<file path="src/rtl/fetch_queue_stage_if.sv">
// Fetch-stage bus: program-memory port, decode-side handshake, redirect, fill level.
// master = fetch stage, slave = memory/decode/branch environment.
interface fetch_queue_stage_if #(
  parameter int A_SIZE = 10,
  parameter int I_SIZE = 16,
  parameter int DEPTH  = 4
);
  localparam int CW = $clog2(DEPTH) + 1;

  logic [A_SIZE-1:0] pc;
  logic [I_SIZE-1:0] instruction;
  logic              fetch_en;
  logic [I_SIZE-1:0] instr_out;
  logic [A_SIZE-1:0] instr_pc;
  logic              instr_valid;
  logic              instr_ready;
  logic              redirect;
  logic [A_SIZE-1:0] redirect_addr;
  logic [CW-1:0]     fill_level;

  modport master (
    output pc,
    input  instruction,
    input  fetch_en,
    output instr_out,
    output instr_pc,
    output instr_valid,
    input  instr_ready,
    input  redirect,
    input  redirect_addr,
    output fill_level
  );

  modport slave (
    input  pc,
    output instruction,
    output fetch_en,
    input  instr_out,
    input  instr_pc,
    input  instr_valid,
    output instr_ready,
    output redirect,
    output redirect_addr,
    input  fill_level
  );
endinterface

</file>
<file path="src/rtl/fetch_queue_stage.sv">
// Fetch front end: drives pc, queues {pc,instr} in a show-ahead FIFO.
// Ports: clk, reset (async active-low), bus (fetch_queue_stage_if.master).
module fetch_queue_stage #(
  parameter int A_SIZE = 10,
  parameter int I_SIZE = 16,
  parameter int DEPTH  = 4
) (
  input  logic clk,
  input  logic reset,
  fetch_queue_stage_if.master bus
);
  localparam int PW = $clog2(DEPTH);
  localparam int CW = PW + 1;

  typedef struct packed {
    logic [A_SIZE-1:0] pc;
    logic [I_SIZE-1:0] ins;
  } entry_t;

  entry_t            mem_q [DEPTH];
  entry_t            mem_d [DEPTH];
  logic [A_SIZE-1:0] pc_q, pc_d;
  logic [PW-1:0]     head_q, head_d;
  logic [PW-1:0]     tail_q, tail_d;
  logic [CW-1:0]     cnt_q, cnt_d;
  logic              valid;
  logic              pop;
  logic              push;
  entry_t            head_e;

  assign valid = (cnt_q != '0);
  assign pop   = valid & bus.instr_ready;
  // A full queue may still accept a word when the head leaves this cycle.
  assign push  = bus.fetch_en & ~bus.redirect &
                 ((cnt_q != CW'(DEPTH)) | pop);

  always_comb begin
    mem_d  = mem_q;
    pc_d   = pc_q;
    head_d = head_q;
    tail_d = tail_q;
    cnt_d  = cnt_q;
    unique case (1'b1)
      bus.redirect: begin
        pc_d   = bus.redirect_addr;
        head_d = '0;
        tail_d = '0;
        cnt_d  = '0;
      end
      default: begin
        if (push) begin
          mem_d[tail_q] = '{pc: pc_q, ins: bus.instruction};
          tail_d = tail_q + 1'b1;
          pc_d   = pc_q + 1'b1;
        end
        if (pop) begin
          head_d = head_q + 1'b1;
        end
        cnt_d = cnt_q + CW'(push) - CW'(pop);
      end
    endcase
  end

  always_ff @(posedge clk or negedge reset) begin
    if (!reset) begin
      pc_q   <= '0;
      head_q <= '0;
      tail_q <= '0;
      cnt_q  <= '0;
      for (int i = 0; i < DEPTH; i++) begin
        mem_q[i] <= '0;
      end
    end else begin
      pc_q   <= pc_d;
      head_q <= head_d;
      tail_q <= tail_d;
      cnt_q  <= cnt_d;
      mem_q  <= mem_d;
    end
  end

  // Head is zeroed when empty so stale entries never leak out.
  assign head_e = valid ? mem_q[head_q] : '0;

  assign bus.pc          = pc_q;
  assign bus.instr_valid = valid;
  assign bus.instr_out   = head_e.ins;
  assign bus.instr_pc    = head_e.pc;
  assign bus.fill_level  = cnt_q;
endmodule

</file>
<file path="src/flat_wrapper.sv">
// flat-port wrapper written by rule: the top's interface ports become plain ports
module fetch_queue_stage_flat 
#(
  parameter int A_SIZE = 10,
  parameter int I_SIZE = 16,
  parameter int DEPTH  = 4
)
  (clk, reset, bus_pc, bus_instruction, bus_fetch_en, bus_instr_out, bus_instr_pc, bus_instr_valid, bus_instr_ready, bus_redirect, bus_redirect_addr, bus_fill_level);
  fetch_queue_stage_if #(.A_SIZE(A_SIZE), .I_SIZE(I_SIZE), .DEPTH(DEPTH)) bus_i ();
  input  logic clk;
  input  logic reset;
  output wire logic [$bits(bus_i.pc)-1:0] bus_pc;
  input wire logic [$bits(bus_i.instruction)-1:0] bus_instruction;
  input wire logic [$bits(bus_i.fetch_en)-1:0] bus_fetch_en;
  output wire logic [$bits(bus_i.instr_out)-1:0] bus_instr_out;
  output wire logic [$bits(bus_i.instr_pc)-1:0] bus_instr_pc;
  output wire logic [$bits(bus_i.instr_valid)-1:0] bus_instr_valid;
  input wire logic [$bits(bus_i.instr_ready)-1:0] bus_instr_ready;
  input wire logic [$bits(bus_i.redirect)-1:0] bus_redirect;
  input wire logic [$bits(bus_i.redirect_addr)-1:0] bus_redirect_addr;
  output wire logic [$bits(bus_i.fill_level)-1:0] bus_fill_level;
  assign bus_pc = bus_i.pc;
  assign bus_i.instruction = bus_instruction;
  assign bus_i.fetch_en = bus_fetch_en;
  assign bus_instr_out = bus_i.instr_out;
  assign bus_instr_pc = bus_i.instr_pc;
  assign bus_instr_valid = bus_i.instr_valid;
  assign bus_i.instr_ready = bus_instr_ready;
  assign bus_i.redirect = bus_redirect;
  assign bus_i.redirect_addr = bus_redirect_addr;
  assign bus_fill_level = bus_i.fill_level;
  fetch_queue_stage #(.A_SIZE(A_SIZE), .I_SIZE(I_SIZE), .DEPTH(DEPTH)) u_core (.clk(clk), .reset(reset), .bus(bus_i));
endmodule
</file>
<file path="config.mk">
export PLATFORM = sky130hd
export DESIGN_NAME = fetch_queue_stage_flat
export DESIGN_NICKNAME = d
export VERILOG_FILES = /design/src/rtl/fetch_queue_stage_if.sv /design/src/rtl/fetch_queue_stage.sv /design/src/flat_wrapper.sv
export SDC_FILE = /design/constraint.sdc
export NUM_CORES = 1
export LEC_CHECK = 0
export ABC_AREA = 0
export BUFFER_PORTS_ARGS = -buffer_cell sky130_fd_sc_hd__buf_2
export CAP_MARGIN = 20
export CORE_MARGIN = 3
export CORE_UTILIZATION = 45
export DETAILED_ROUTE_END_ITERATION = 7
export GPL_TIMING_DRIVEN = 0
export PLACE_DENSITY = 0.75
export SYNTH_ARGS = -nofsm -noshare
export SYNTH_HDL_FRONTEND = slang
export SYNTH_SLANG_ARGS = --single-unit
</file>
<file path="constraint.sdc">
create_clock -name clk -period 2.5 [get_ports clk]
set_input_delay 0.25 -clock clk [delete_from_list [all_inputs] [get_ports clk]]
set_output_delay 0.25 -clock clk [all_outputs]
set_load 0.02 [all_outputs]
</file>
==> flow_summary.toml, run 1 <==
[grt]
overflow = 0
grt_pass1_wl_um = 22390
first_global_vias = 4148
grt_max_degree = 102
antenna_found_initial = 0
grt_usage_pct = 19.30

[critical_path]
path_class = "reg -> out"
path_max_fanout = 10
worstSetupEndpointType = "primary output"
startpoint_type = "flip-flop"
required_ns = 2.25
cp.arrival_ns = 2.12

[synth]
avgSynthCellArea_um2 = 15.34
yosysMostFrequentCell = "dfrtp_1"
synth_edf_count = 0
synth_seq_area_share_pct = 48.74
ys.flop_type = "dfrtp_1"
synth.distinct_cells = 42
syn-cell-area_um2 = 6212
synth_common_cells = "dfrtp_1 (121), mux2_4 (80), nor2b_1 (30)"
synth_warnings = 0
synth.area.top_cells = "dfrtp_1 (49%), mux2_4 (19%), mux4_2 (9.4%)"
synth_nets = 444
synth_top_area_share_pct = 48.74
synthCells = 405
ys_async_sr_fraction_pct = 100.0
synth-seq-cells = 121
yosysTopAreaCell = "dfrtp_1"

[drt]
vias = 3761
wl_met3_um = 673
drt-met1-wl_um = 5947
top_layer = "met4"
drtIter0Drc = 298
wl_um = 13370
met2_wirelength_um = 6653
drtPass1Iterations = 4
drc = 0
vias_per_cell = 5.491
wire_per_inst_um = 19.52
ant_nets = 0

[final_layout]
fillers = 1074
layout-drive-gt1-share_pct = 52.06
final_net_count = 535
syn_to_final_growth_pct = 20.28
antenna_cells = 0

[floorplan]
die_y_um = 123.5
core_area_um2 = 13350
io_pins = 71
start_util_pct = 46.54
rows = 42
die-area_um2 = 15250
fp.dieW_um = 123.5

[power]
clkPwrFrac_pct = 27.1
peakVddDrop_mv = 0.5891
p_per_area_nw_per_um2 = 1233
p_int_w = 0.006196
leakage_nw = 3.607
power_w = 0.009213
p_sw_share_pct = 32.75
p_switching_w = 0.003017
p_comb_share_pct = 38.6
power_frac_seq_pct = 34.3

[timing]
rsz0062_at_grt = "yes"
max_freq_mhz = 422.0
worst_pin_slew_ns = 0.5101
min_period_ns = 2.370
setup_violations = 0
slew_headroom_pct = 66.00
hold_viol_final = 0
post-route-period-util_pct = 94.78
finalMaxSlewViolations = 0
tns_ns = 0
finalClockSkew_ns = 0.006678

[flow_run]
cap_violations = 0

[cts]
numCtsBuffers = 17
clk_pin_slew_ns = 0.05
cts_sinks = 121
clockBufferDepth = 2
cts_tree = "yes"
cts_root_buf = "clkbuf_16"
post_cts_buffers = 0
clock_latency_ns = 0.41
htree_levels = 4

[placement]
hpwlAfterDp_um = 8781
portBuffers = 69
gp_congestion = 0.8751

[status]
status = "complete, no violations"

[min_path]
holdCritPathClass = "in -> reg"
-- cells in the final DEF, fill, tap and decap left out, types with 3 or more instances in the layout --
cell / netlist / final
mux4_2: 26 / 26
inv_1: 9 / 9
mux2_2: 24 / 24
clkinvlp_4: 0 / 3
dfrtp_1: 121 / 121
clkinv_4: 0 / 3
mux2_4: 80 / 80
or4_1: 3 / 3
or3_1: 4 / 4
o21ai_0: 5 / 5
xor2_1: 3 / 3
a31oi_1: 6 / 6
nand3_1: 7 / 7
buf_6: 1 / 3
bufinv_16: 0 / 3
clkbuf_2: 1 / 4
ha_1: 7 / 7
nand4_4: 4 / 4
buf_12: 8 / 8
nand2_1: 6 / 6
o311ai_0: 4 / 4
clkbuf_1: 10 / 7
nor2_1: 10 / 10
o31ai_1: 4 / 3
clkinv_2: 0 / 4
clkbuf_16: 0 / 17
buf_4: 0 / 3
nor2b_1: 30 / 30
buf_2: 7 / 73
-- final timing paths --
| check | from | end | cells past startpoint | slack (ns) |
|---|---|---|---|---|
| min in group asynchronous | reset | u_core.mem_q[0] | 2 | 0.26 |
| max reg2reg | u_core.bus.fill_level[0] | u_core.bus.fill_level[2] | 10 | 0.14 |
| max in group asynchronous | reset | u_core.mem_q[18] | 3 | 1.48 |
| min reg2reg | u_core.mem_q[43] | u_core.mem_q[43] | 1 | 0.50 |
| min | bus_redirect_addr[9] | u_core.bus.pc[9] | 3 | 0.07 |
| max | u_core.head_q[0] | bus_instr_out[15] | 5 | 0.13 |
-- metrics by stage --
stage	cells	hold slack [ns]	setup slack (ns)	utilization, %	cell area, um^2
after floorplan	405	-0.04559	0.2164	-	6212
after global placement	650	0.4792	-0.2389	50.78	6778
after detailed placement	652	0.1184	-0.08271	51.07	6817
after CTS	685	0.05736	0.06830	55.82	7451
after global routing	685	0.07077	-0.04805	55.98	7472
final	685	0.06582	0.1305	55.98	7472
-- timing repair --
item,CTS,global route
hold endpoints to repair,20,0
resized for setup,8,7
hold buffers,1,0
endpoints found under the setup margin,21,5
-- area by class of cell --
class / count / area, um^2 / area share, %
flip-flops and latches: 121 / 3028 / 40.52
multi-input cells: 246 / 2919 / 39.07
clock buffers: 17 / 425.4 / 5.693
repair buffers: 72 / 394.1 / 5.275
plain buffers: 28 / 271.5 / 3.634
well taps: 176 / 220.2 / 2.947
clock inverters: 15 / 176.4 / 2.361
inverters: 10 / 37.54 / 0.5023
-- power groups by stage --
stage                     Sequential (W)  Clock, W  Combinational, W
after floorplan                  0.00305         0           0.00264
after global placement           0.00309         0           0.00346
after CTS                        0.00315   0.00253           0.00359
final                            0.00316   0.00250           0.00356
after detailed placement         0.00316         0           0.00354
after global routing             0.00327   0.00262           0.00386
-- per-layer routing --
metal	global-route usage (%)	up-vias
li1	-	1675
met1	26.12	1948
met2	31.12	122
met3	4.803	16
met4	5.329	0
met5	0	-
-- cells by family (layout without fill, tap and decap cells) --
kind of cell,count (synthesis),in the layout,share of synthesized area (%)
flops,121,121,48.74
compound gates,27,27,3.061
fa+ha+maj,8,8,1.732
simple gates,78,78,8.258
xor+xnor,3,3,0.4230
mux,130,130,33.11
buf+inv,38,142,4.672
-- sequential cells by signal (all words and copies together) (netlist names) --
register / cells
u_core.bus.fill_level: 3
u_core.bus.pc: 10
u_core.head_q: 2
u_core.mem_q: 104
u_core.tail_q: 2
-- worst max-delay path, stage by stage, from the launching register on --
cell and delay [ns]:
dfrtp_1 0.33, buf_4 0.24, buf_4 0.29, mux4_2 0.52, nor2b_1 0.16, buf_2 0.17
(Power assumes the default switching activity.)
==> run 2, diff against run 1 <==
--- a/config.mk
+++ b/config.mk
@@ -5,7 +5,7 @@
 export SDC_FILE = /design/constraint.sdc
 export NUM_CORES = 1
 export LEC_CHECK = 0
-export ABC_AREA = 0
+export ABC_AREA = 1
 export BUFFER_PORTS_ARGS = -buffer_cell sky130_fd_sc_hd__buf_2
 export CAP_MARGIN = 20
 export CORE_MARGIN = 3
==> run 2 against run 1 <==
Worst hold slack got worse by 0.026 ns. Register-to-register slack improved by 0.03 ns. Sequential power decreased by 2%. Global-route usage increased by 3.8 points. Highest routed layer unchanged.
==> flow_summary.toml, run 2 <==
[timing]
hold_viol_final = 0
tns_ns = 0
setup_violations = 0
finalClockSkew_ns = 0.006685
slew_headroom_pct = 59.78
rsz0062_at_grt = "yes"
whs_ns = 0.03948
min_period_ns = 2.462
fin_ws_ns = 0.03761
max_freq_mhz = 406.1
post-route-period-util_pct = 98.50
worst_pin_slew_ns = 0.6033
finalMaxSlewViolations = 0

[power]
clkPwrFrac_pct = 27.0
p_per_area_nw_per_um2 = 1221
p_sw_share_pct = 39.37
p_int_w = 0.005310
p_comb_share_pct = 37.5
leakage_nw = 3.580
peakVddDrop_mv = 0.7027
power_frac_seq_pct = 35.5
p_switching_w = 0.003448
power_w = 0.008758

[cts]
cts_root_buf = "clkbuf_16"
cts_tree = "yes"
clockBufferDepth = 2
clk_pin_slew_ns = 0.05
htree_levels = 4
numCtsBuffers = 17
post_cts_buffers = 0
cts_sinks = 121
clock_latency_ns = 0.43

[placement]
hpwlAfterDp_um = 10930
gp_congestion = 0.8415
portBuffers = 70
dpl_worst_slack_ns = 0.09174

[critical_path]
startpoint_type = "flip-flop"
cp.buffers_inverters = 4
path_class = "reg -> out"
required_ns = 2.25
worstSetupEndpointType = "primary output"
crit_top_cell = "buf_2"
worstPathCellList = "buf_2 -> inv_2 -> clkbuf_1 -> o21ai_0 -> a21oi_1 -> buf_2"
cp_top_family = "buffers and inverters"
crit_path_max_incr_delay_ns = 0.42
path_max_fanout = 10
crit_path_top_delay_cell = "clkbuf_1"
cp.arrival_ns = 2.21

[floorplan]
die_y_um = 121.3
fp.dieW_um = 121.3
core_area_um2 = 12820
start_util_pct = 46.65
die-area_um2 = 14720
rows = 41
io_pins = 71

[synth]
ys_async_sr_fraction_pct = 100.0
ys.flop_type = "dfrtp_1"
synthCells = 764
synth_top_family_by_area = "compound AO/OA/AOI/OAI gates"
synth_compound_area_share_pct = 20.28
yosys.area_share.simple_pct = 17.02
synth_fa_ha_area_share_pct = 1.798
synth_edf_count = 0
synth_top_area_share_pct = 50.61
synth_common_cells = "nand2_1 (203), dfrtp_1 (121), o21ai_0 (107)"
yosysTopAreaCell = "dfrtp_1"
synthXorXnorAreaFrac_pct = 0.4391
yosysMostFrequentCell = "nand2_1"
synthMuxAreaShare_pct = 0
avgSynthCellArea_um2 = 7.831
syn-cell-area_um2 = 5983
synth_warnings = 0
synth.distinct_cells = 24
synth.area.top_cells = "dfrtp_1 (51%), nand2_1 (13%), o21ai_0 (9.0%)"
synth_seq_area_share_pct = 50.61
synth-seq-cells = 121
synth_nets = 803

[drt]
wire_per_inst_um = 15.81
drtIter0Drc = 484
vias_per_cell = 5.331
wl_um = 16440
ant_nets = 0
drc = 0
vias = 5544
drtPass1Iterations = 8

[final_layout]
largest_register_ffs = 104
layout-drive-gt1-share_pct = 16.59
syn_to_final_growth_pct = 19.89
top_register = "u_core.mem_q"
layout_commonest_cell = "nand2_1"
antenna_cells = 0
final_net_count = 894
final_cell_mix = "nand2_1 (203), dfrtp_1 (121), o21ai_0 (107)"
fillers = 1215

[grt]
antenna_found_initial = 0
grt_usage_pct = 23.14
grt_pass1_wl_um = 26440
grt_max_degree = 99
overflow = 0
first_global_vias = 5273

[flow_run]
cap_violations = 0

[min_path]
holdCritPathClass = "in -> reg"

[status]
status = "complete, no violations"
==> run 2: changes by cell type in the layout (fill, tap and decap cells not counted), sizes merged, moves of 15 or more <==
| cell | previous run | this run |
|---|---|---|
| a21oi | 2 | 78 |
| buf | 88 | 107 |
| clkbuf | 28 | 43 |
| inv | 12 | 84 |
| mux2 | 104 | 0 |
| mux4 | 26 | 0 |
| nand2 | 6 | 204 |
| nand3 | 7 | 28 |
| nor2b | 30 | 0 |
| o21ai | 5 | 163 |
==> run 2: area by class of cell <==
class	instances	area (um^2)	share of cell area, %
plain buffers	54	269.0	3.750
clock buffers	25	505.5	7.047
clock inverters	7	65.06	0.9070
inverters	86	330.3	4.605
multi-input cells	503	2366	32.98
flip-flops and latches	121	3028	42.21
well taps	172	215.2	3.000
repair buffers	72	394.1	5.495
==> run 2: routing by layer <==
layer | up-vias | wire, um | track usage [%]
met5 | - | 0 | 0
met4 | 0 | 282 | 8.333
met3 | 31 | 1262 | 4.755
met2 | 244 | 7632 | 36.79
met1 | 2611 | 7267 | 31.44
li1 | 2658 | - | -
==> run 2: power groups by stage <==
stage          registers, W  clock network [W]  logic (W)
2_1_floorplan       0.00310                  0    0.00216
3_3_place_gp        0.00310                  0    0.00315
3_5_place_dp        0.00313                  0    0.00323
4_1_cts             0.00310            0.00239    0.00326
5_1_grt             0.00320            0.00247    0.00366
6_report            0.00311            0.00237    0.00328
==> run 2: stage by stage <==
| step | instance area (um^2) | util [%] | cells |
|---|---|---|---|
| after CTS | 7163 | 55.85 | 1040 |
| after detailed placement | 6583 | 51.33 | 1007 |
| final | 7173 | 55.93 | 1040 |
| after floorplan | 5983 | - | 764 |
| after global placement | 6549 | 51.06 | 1006 |
| after global routing | 7173 | 55.93 | 1040 |
==> run 2: path summary, 6_finish.rpt <==
path | startpoint | endpoint | slack, ns | cells after the start
min | bus_redirect_addr[6] | u_core.bus.pc[6] | 0.04 | 3
max reg2reg | u_core.bus.fill_level[1] | u_core.bus.fill_level[2] | 0.17 | 11
min reg2reg | u_core.mem_q[86] | u_core.mem_q[86] | 0.47 | 2
max | u_core.head_q[0] | bus_instr_out[15] | 0.04 | 6
max in group asynchronous | reset | u_core.mem_q[43] | 1.51 | 3
min in group asynchronous | reset | u_core.mem_q[54] | 0.24 | 2
==> run 2: tightest hold or removal path, delay by kind of cell <==
| family | cells | cell delay [ns] |
|---|---|---|
| simple gates | 2 | 0.10 |
| buf+inv | 1 | 0.07 |
==> run 2: timing repair <==
action	in CTS	in global routing
hold endpoints to repair	23	0
resized for setup	0	5
hold buffers	1	0
setup endpoints to repair	0	17
==> run 2: cells by family (layout without fill, tap and decap cells) <==
kind of cell	Yosys count	after routing
adder cells (fa/ha/maj)	8	8
AO/OA/AOI/OAI	242	242
buffers and inverters	140	244
AND/OR/NAND/NOR	250	250
flip-flops	121	121
XOR/XNOR	3	3
==> run 3, diff against run 2 <==
--- a/config.mk
+++ b/config.mk
@@ -5,13 +5,14 @@
 export SDC_FILE = /design/constraint.sdc
 export NUM_CORES = 1
 export LEC_CHECK = 0
-export ABC_AREA = 1
+export ABC_AREA = 0
 export BUFFER_PORTS_ARGS = -buffer_cell sky130_fd_sc_hd__buf_2
 export CAP_MARGIN = 20
 export CORE_MARGIN = 3
 export CORE_UTILIZATION = 45
 export DETAILED_ROUTE_END_ITERATION = 7
 export GPL_TIMING_DRIVEN = 0
+export HOLD_SLACK_MARGIN = 0.06
 export PLACE_DENSITY = 0.75
 export SYNTH_ARGS = -nofsm -noshare
 export SYNTH_HDL_FRONTEND = slang
==> run 3 against run 2 <==
Clock skew about the same. Utilization up 0.12 points. Worst setup slack better by 0.096 ns. Die area up 3.6%. Sequential cell count unchanged. Final cell count down 34%. Sequential power up 2%. Non-clock buffer count down 25. Clock power up 5%. Sequential share of layout area down 1.7 points. First-iteration DRC count down 39%. Largest power group unchanged.
==> flow_summary.toml, run 3 (synthesis gave the netlist of run 1 again) <==
[final_layout]
final_cell_mix = "dfrtp_1 (121), mux2_4 (80), buf_2 (73)"
antenna_cells = 0
layout-drive-gt1-share_pct = 51.96
fillers = 1074
syn_to_final_growth_pct = 20.44
top_register = "u_core.mem_q"
final_net_count = 536
layout_commonest_cell = "dfrtp_1"
largest_register_ffs = 104

[timing]
post-route-period-util_pct = 94.66
tns_ns = 0
slew_headroom_pct = 66.36
rsz0062_at_grt = "yes"
finalClockSkew_ns = 0.007003
setup_violations = 0
whs_ns = 0.1002
min_period_ns = 2.366
finalMaxSlewViolations = 0
max_freq_mhz = 422.6
hold_viol_final = 0
worst_pin_slew_ns = 0.5045

[min_path]
holdCritPathClass = "in -> reg"
min_path_cells = 2
min_to = "u_core.bus.pc[7]"
min_from = "bus_redirect_addr[7]"

[cts]
clockBufferDepth = 2
cts_root_buf = "clkbuf_16"
cts_sinks = 121
cts_tree = "yes"
htree_levels = 4
clk_pin_slew_ns = 0.05
post_cts_buffers = 0
numCtsBuffers = 17
clock_latency_ns = 0.41

[power]
power_frac_seq_pct = 34.3
p_sw_share_pct = 32.72
clkPwrFrac_pct = 27.1
p_int_w = 0.006196
p_comb_share_pct = 38.6
peakVddDrop_mv = 0.5953
p_per_area_nw_per_um2 = 1231
p_switching_w = 0.003014
leakage_nw = 3.611

[floorplan]
fp.dieW_um = 123.5
start_util_pct = 46.54
rows = 42
die_y_um = 123.5
die-area_um2 = 15250
core_area_um2 = 13350
io_pins = 71

[critical_path]
regToRegSetupSlack_ns = 0.13
rr_startpoint = "u_core.bus.fill_level[0]"
cp.arrival_ns = 2.64
reg2reg_to = "u_core.bus.fill_level[2]"
path_max_fanout = 10
path_class = "reg -> reg"
rr_worst_depth = 10
startpoint_type = "flip-flop"
worstSetupEndpointType = "flip-flop"
required_ns = 2.77

[placement]
gp_congestion = 0.8751
portBuffers = 69
hpwlAfterDp_um = 8781

[status]
status = "complete, no violations"

[grt]
grt_max_degree = 102
grt_pass1_wl_um = 22380
first_global_vias = 4142
overflow = 0
grt_usage_pct = 19.29
antenna_found_initial = 0

[drt]
ant_nets = 0
drtIter0Drc = 295
drc = 0
drtPass1Iterations = 5
wire_per_inst_um = 19.55
vias = 3792
vias_per_cell = 5.528
wl_um = 13410

[flow_run]
cap_violations = 0
-- run 3: cell types whose count changed in the layout (fill, tap and decap cells not counted), sizes merged, moves of 15 or more --
cell	before	now
inv	84	12
mux4	0	26
nor2b	0	30
nand2	204	6
clkbuf	43	28
a21oi	78	2
buf	107	88
mux2	0	104
o21ai	163	5
nand3	28	7
-- run 3: how the worst max path moves through the flow --
stage / to / from / slack [ns] / cells past startpoint
2_1_floorplan: u_core.bus.fill_level[2] / u_core.bus.fill_level[2] / 0.22 / 10
6_report: u_core.bus.fill_level[2] / u_core.bus.fill_level[0] / 0.13 / 10
4_1_cts: bus_instr_out[15] / u_core.head_q[0] / 0.07 / 5
5_1_grt: u_core.bus.fill_level[2] / u_core.bus.fill_level[0] / -0.05 / 10
3_3_place_gp: u_core.mem_q[43] / reset / -0.24 / 1
3_5_place_dp: u_core.bus.fill_level[2] / u_core.bus.fill_level[1] / -0.08 / 10
-- run 3: per-layer routing --
metal | track usage, % | vias up | wire length (um)
met5 | 0 | - | 0
met4 | 5.329 | 0 | 120
met3 | 4.803 | 15 | 847
met2 | 31.12 | 126 | 6636
met1 | 26.09 | 1972 | 5809
li1 | - | 1679 | -
-- run 3: power groups by stage --
stage	logic, W	clock network, W	registers, W
2_1_floorplan	0.00264	0	0.00305
3_3_place_gp	0.00346	0	0.00309
3_5_place_dp	0.00354	0	0.00316
4_1_cts	0.00360	0.00253	0.00315
5_1_grt	0.00386	0.00262	0.00327
6_report	0.00355	0.00250	0.00316
-- run 3: final cells by class --
cell class              instances  area (um^2)  share of cell area, %
plain buffers                  28        271.5                  3.629
multi-input cells             246         2919                  39.01
inverters                      10        37.54                 0.5017
flip-flops and latches        121         3028                  40.47
repair buffers                 73        404.1                  5.401
clock buffers                  17        425.4                  5.686
well taps                     176        220.2                  2.943
clock inverters                15        176.4                  2.358
-- run 3: worst max-delay path, stage by stage (launching register included) --
cell and delay (ns):
dfrtp_1 0.48, nor4b_4 0.37, buf_4 0.23, buf_2 0.23, nor3_1 0.07, ha_1 0.22, inv_1 0.06, fa_1 0.17
xor2_1 0.18, and2_2 0.17, nor3_1 0.04
-- run 3: repair_timing --
item / CTS / global route
hold endpoints to repair: 21 / 0
endpoints found under the setup margin: 21 / 5
hold buffers: 2 / 0
gates cloned: 0 / 0
pin swaps: 0 / 0
resized for setup: 8 / 7
-- run 3: through the flow --
step,total power (W),std cells,utilization [%],setup WS [ns],cell area [um^2]
after floorplan,0.005698,405,-,0.2164,6212
after global placement,0.006554,650,50.78,-0.2389,6778
after detailed placement,0.006699,652,51.07,-0.08271,6817
after CTS,0.009271,686,55.90,0.06830,7461
after global routing,0.009742,686,56.06,-0.04805,7482
final,0.009210,686,56.06,0.1335,7482
